`src/rtl/sparse_mac_row_ctrl.sv`:
```
// rtl/sparse_mac_row_ctrl.sv - sequencing controller for one sparse MAC row
module sparse_mac_row_ctrl #(
  parameter int STEP_W    = 8,
  parameter int ADDR_W    = 8,
  parameter int DRAIN_CYC = 3
) (
  input  logic              clk,
  input  logic              reset,
  input  logic              start_i,
  input  logic [STEP_W-1:0] num_steps_i,
  input  logic [ADDR_W-1:0] act_base_i,
  input  logic [ADDR_W-1:0] wgt_base_i,
  input  logic              act_valid_i,
  output logic              busy_o,
  output logic              done_o,
  output logic              mac_execute_o,
  output logic              mac_load_o,
  output logic              mac_a_select_o,
  output logic [ADDR_W-1:0] act_addr_o,
  output logic [ADDR_W-1:0] wgt_addr_o,
  output logic [STEP_W-1:0] step_cnt_o
);

  localparam int CNT_W = (DRAIN_CYC > 1) ? $clog2(DRAIN_CYC) : 1;

  typedef enum logic [2:0] {
    S_IDLE    = 3'd0,
    S_PRELOAD = 3'd1,
    S_RUN     = 3'd2,
    S_DRAIN   = 3'd3,
    S_DONE    = 3'd4
  } state_e;

  state_e            state_q, state_d;
  logic [STEP_W-1:0] num_steps_q, num_steps_d;
  logic [CNT_W-1:0]  drain_cnt_q, drain_cnt_d;
  logic              busy_q, busy_d;
  logic              done_q, done_d;
  logic              exec_q, exec_d;
  logic              load_q, load_d;
  logic              asel_q, asel_d;
  logic [ADDR_W-1:0] act_addr_q, act_addr_d;
  logic [ADDR_W-1:0] wgt_addr_q, wgt_addr_d;
  logic [STEP_W-1:0] step_cnt_q, step_cnt_d;

  // A step is issued in the RUN cycle whose registered outputs show execute.
  logic issue;
  logic last_step;
  assign issue     = (state_q == S_RUN) && exec_q;
  assign last_step = issue && ((step_cnt_q + STEP_W'(1)) == num_steps_q);

  // State and registered outputs; synchronous reset aborts any job with no done.
  always_ff @(posedge clk) begin
    if (reset) begin
      state_q     <= S_IDLE;
      num_steps_q <= '0;
      drain_cnt_q <= '0;
      busy_q      <= 1'b0;
      done_q      <= 1'b0;
      exec_q      <= 1'b0;
      load_q      <= 1'b0;
      asel_q      <= 1'b0;
      act_addr_q  <= '0;
      wgt_addr_q  <= '0;
      step_cnt_q  <= '0;
    end else begin
      state_q     <= state_d;
      num_steps_q <= num_steps_d;
      drain_cnt_q <= drain_cnt_d;
      busy_q      <= busy_d;
      done_q      <= done_d;
      exec_q      <= exec_d;
      load_q      <= load_d;
      asel_q      <= asel_d;
      act_addr_q  <= act_addr_d;
      wgt_addr_q  <= wgt_addr_d;
      step_cnt_q  <= step_cnt_d;
    end
  end

  // Next-state: start is only honoured in IDLE, so busy/DONE-cycle starts are dropped.
  always_comb begin
    state_d = state_q;
    case (state_q)
      S_IDLE:    if (start_i) state_d = S_PRELOAD;
      S_PRELOAD: state_d = (num_steps_q != '0) ? S_RUN : S_DRAIN;
      S_RUN:     if (last_step) state_d = S_DRAIN;
      S_DRAIN:   if (drain_cnt_q == CNT_W'(DRAIN_CYC - 1)) state_d = S_DONE;
      S_DONE:    state_d = S_IDLE;
      default:   state_d = S_IDLE;
    endcase
  end

  // Next values of the registered strobes, addresses and counters.
  always_comb begin
    num_steps_d = num_steps_q;
    act_addr_d  = act_addr_q;
    wgt_addr_d  = wgt_addr_q;
    step_cnt_d  = step_cnt_q;
    asel_d      = asel_q;
    drain_cnt_d = (state_q == S_DRAIN) ? drain_cnt_q + CNT_W'(1) : '0;
    busy_d      = (state_d != S_IDLE);
    done_d      = (state_d == S_DONE);
    load_d      = (state_d == S_PRELOAD);
    // act_valid seen now becomes next cycle's execute, so stalls show one cycle late.
    exec_d      = (state_d == S_PRELOAD) || ((state_d == S_RUN) && act_valid_i);

    if ((state_q == S_IDLE) && start_i) begin
      num_steps_d = num_steps_i;
      act_addr_d  = act_base_i;
      wgt_addr_d  = wgt_base_i;
      step_cnt_d  = '0;
      asel_d      = 1'b0;
    end else if (issue) begin
      step_cnt_d = step_cnt_q + STEP_W'(1);
      wgt_addr_d = wgt_addr_q + ADDR_W'(1);
      asel_d     = ~asel_q;
      // The pair address moves on only after its second activation was used.
      if (asel_q) act_addr_d = act_addr_q + ADDR_W'(1);
    end
  end

  assign busy_o         = busy_q;
  assign done_o         = done_q;
  assign mac_execute_o  = exec_q;
  assign mac_load_o     = load_q;
  assign mac_a_select_o = asel_q;
  assign act_addr_o     = act_addr_q;
  assign wgt_addr_o     = wgt_addr_q;
  assign step_cnt_o     = step_cnt_q;

endmodule

```
`config.mk`:
```
export PLATFORM = sky130hd
export DESIGN_NAME = sparse_mac_row_ctrl
export DESIGN_NICKNAME = d
export VERILOG_FILES = /design/src/rtl/sparse_mac_row_ctrl.sv
export SDC_FILE = /design/constraint.sdc
export NUM_CORES = 1
export LEC_CHECK = 0
export CORE_UTILIZATION = 50
export CTS_CLUSTER_SIZE = 40
export DETAILED_ROUTE_END_ITERATION = 12
export MAX_ROUTING_LAYER = met4
export PLACE_DENSITY = 0.84
export SLEW_MARGIN = 20
export SYNTH_ARGS = -nofsm -noshare
export SYNTH_HDL_FRONTEND = slang
export SYNTH_SLANG_ARGS = --single-unit
```
`constraint.sdc`:
```
create_clock -name clk -period 3.2 [get_ports clk]
set_input_delay 0.64 -clock clk [delete_from_list [all_inputs] [get_ports clk]]
set_output_delay 0.64 -clock clk [all_outputs]
set_load 0.005 [all_outputs]
```
==> impl_results.md <==
- Run status: complete, no violations
- Final setup viols: 0
- First-pass GRT wire length: roughly 8000 um
- Worst setup path category: flip-flop to flip-flop
- Sum Neg Setup Slack: 0 ns
- Hpwl dp: 3490 um
- Total Routing Usage GR: 0.249
- Clock Pin Slew Worst Setup and Hold Paths: 0.08 ns
- # IOs: 57
- Sinks on Clock Net: 42
- Final Hold Vio Count: 0
- Die height: 66.0 um
- Cell Chain, Critical Path: ha_1, xnor2_1, xnor2_1, or4_1, or4_1, a21o_1
- Total power: about 1.2 mW
- Class of the worst hold path: flip-flop to flip-flop
- Drc violations: 0
- CP max FO: 6
- Relative slew margins: 0.588
- Synth Cell Area: 2050 um2
- Power Density: 435 nW/um2
- Sequential-to-total area share from yosys stat: 0.411
- Cts hold-fix bufs: 0
- Crit. End Element: flip-flop
- Vias in the first global route: 1,746
- Hold Crit Depth: 1
- Synth area leaders: dfxtp_1, xnor2_1, nand2_1, nor2_1, a211oi_1
- Final Max Slew Viols: 0
- Cells after Synth: 245
- H-tree levels: 2
- Critical Path Max Stage Delay: 0.55 ns
- Die area: 4350 um2
- Placed Cells: between 300 and 400
- Vias: around 1.9k
- DR vias/cell: roughly 5.5
- ANT nets after route: 0
- Non-filler cells, final: 345
- Layout Nets: 328
- Maximum root-to-sink buffer count: 2
- Leakage: 0.936 nW
- Post-synth ARST share: 0
- EDFF count, synth: 0
- Die width: about 66 um
- Maxcap violations: 0
- Critical Path RT: about 3.4 ns
- Initial antenna violation count: 0
- Initial Util: 0.539
- Pin count of the biggest net entering global routing: 22
- Setup Skew: 0.00759 ns
- Post_cts resized: 0
- Worst Path Arrival: 2.50 ns
- Worst Max-Slew Pin Slew: 0.614 ns
- CTS tree: yes
- CP startpoint kind: flip-flop
- DRT Pass-1 Iters: 4
- Layout cells sized above 1: 0.0438
- ANT cells: 0
- Achievable clock frequency: 434 MHz
- Synth Warn #: 0
- First-iteration detailed-routing DRC count: between 80 and 90
- Mean Syn Cell Area: 8.35 um2
- Crit path time final: between 2 and 2.5 ns
- Number of cells on the worst reg-to-reg path: 6
- Post-synth top flop: dfxtp_1
- Post-synthesis sequential element count: 42
- Area growth, synth to finish: 32.8%
- Crit path max-delay cell type: or4_1
- Grt total ovfl: 0
- Core area: ~3800 um2
- Cell taking the most area after synthesis: dfxtp_1
- Port bufs: 56
- TritonCTS buffer count: 5
- Post-synth top area share: 0.411
- Final period util: 0.721
- GPL Wtd Cong: 0.832
- RSZ-0062 raised after global routing: no
- Syn_nets: 277
- Peak supply drop: 0.303 mV
- Routed len/inst: between 10 and 15 um
- Worst-Skew Late Latency: 0.30 ns
- Num rows: 22
- Post CTS Setup Buffer Count: 0
- Root Buffer Master: clkbuf_8
- Synth unique cells: 38
- DRT Wirelength: 4840 um
==> path summary, 6_finish.rpt <==
kind | startpoint | to | slack (ns)
max reg2reg | step_cnt_o[0] | mac_execute_o | 0.89
min | drain_cnt_q[0] | drain_cnt_q[0] | 0.41
min reg2reg | drain_cnt_q[0] | drain_cnt_q[0] | 0.41
max | step_cnt_o[0] | mac_execute_o | 0.89
==> routing by layer <==
layer / GRT usage / part of all wire / vias to the layer above
met2: 0.406 / 0.49 / 58
met3: 0.0431 / 0.044 / 12
li1: - / - / 963
met4: 0.117 / 0.022 / 0
met1: 0.298 / 0.45 / 878
met5: - / 0 / -
==> final cells by class <==
type	count	area, um2
Multi-Input combinational cell	180	1100
Sequential cell	42	841
Clock inverter	1	5.00
Fill cell	328	1080
Clock buffer	7	86.3
Inverter	6	22.5
Tap cell	48	60.1
Timing Repair Buffer	61	598
==> Yosys cell counts (5+ instances only) <==
cell type,count
or3_1,5
clkbuf_1,12
o21ai_0,8
nand4_1,6
inv_1,6
xnor2_1,16
nor2_1,28
xor2_1,9
a211oi_1,13
nand3_1,10
a21oi_1,13
dfxtp_1,42
nor3_1,6
nand2_1,30
==> power by group <==
group / switching (mW) / leakage (nW) / internal (mW)
Combinational: 0.0904 / 0.543 / 0.131
Sequential: 0.0454 / 0.344 / 0.561
Clock: 0.180 / 0.0482 / 0.174
==> metrics by stage <==
stage,worst slack (ns),utilization,hold WS [ns],instance area [um2]
2_1_floorplan,1.11,-,0.393,2050
3_3_place_gp,0.965,0.691,0.401,2630
3_5_place_dp,0.932,0.691,0.406,2630
4_1_cts,0.912,0.715,0.417,2720
5_1_grt,0.800,0.715,0.429,2720
6_report,0.894,0.715,0.413,2720
==> state kept, by name (all words and copies together), names as in the netlist <==
| name | cells |
|---|---|
| busy_o | 1 |
| done_o | 1 |
| drain_cnt_q | 2 |
| act_addr_o | 8 |
| wgt_addr_o | 8 |
| mac_execute_o | 1 |
| step_cnt_o | 8 |
| mac_load_o | 1 |
| mac_a_select_o | 1 |
| state_q | 3 |
| num_steps_q | 8 |
==> layout by cell type, fill, tap and decap left out, types with 2 or more instances in the layout <==
cell type,netlist,layout
clkbuf_8,0,6
dfxtp_1,42,42
a21oi_1,13,13
a211oi_1,13,13
inv_1,6,6
clkdlybuf4s50_1,0,56
nand4_1,6,6
nand3_1,10,10
a311oi_1,3,3
or3_1,5,5
xor2_1,9,9
or4_1,4,4
ha_1,4,4
nor4_1,3,3
nand2_1,30,30
a31oi_1,2,2
and3_1,3,3
xnor2_1,16,16
o21ai_0,8,8
nand2b_1,3,3
nor2_1,28,28
buf_4,1,5
nor3_1,6,6
==> worst max-delay path, delay by kind of cell (launching register included) <==
family / cells / cell delay (ns)
AND/OR/NAND/NOR: 2 / 1.05
flip-flops: 1 / 0.47
adder cells (fa/ha/maj): 1 / 0.25
XOR/XNOR: 2 / 0.24
AO/OA/AOI/OAI: 1 / 0.18
==> cells by family after synthesis <==
| kind of cell | after synthesis | synth area share |
|---|---|---|
| AND/OR/NAND/NOR | 100 | 0.232 |
| AO/OA/AOI/OAI | 49 | 0.158 |
| flip-flops | 42 | 0.411 |
| XOR/XNOR | 26 | 0.120 |
| buffers and inverters | 23 | 0.0495 |
| adder cells (fa/ha/maj) | 4 | 0.0245 |
| multiplexers | 1 | 0.00489 |
(Power assumes the default switching activity.)
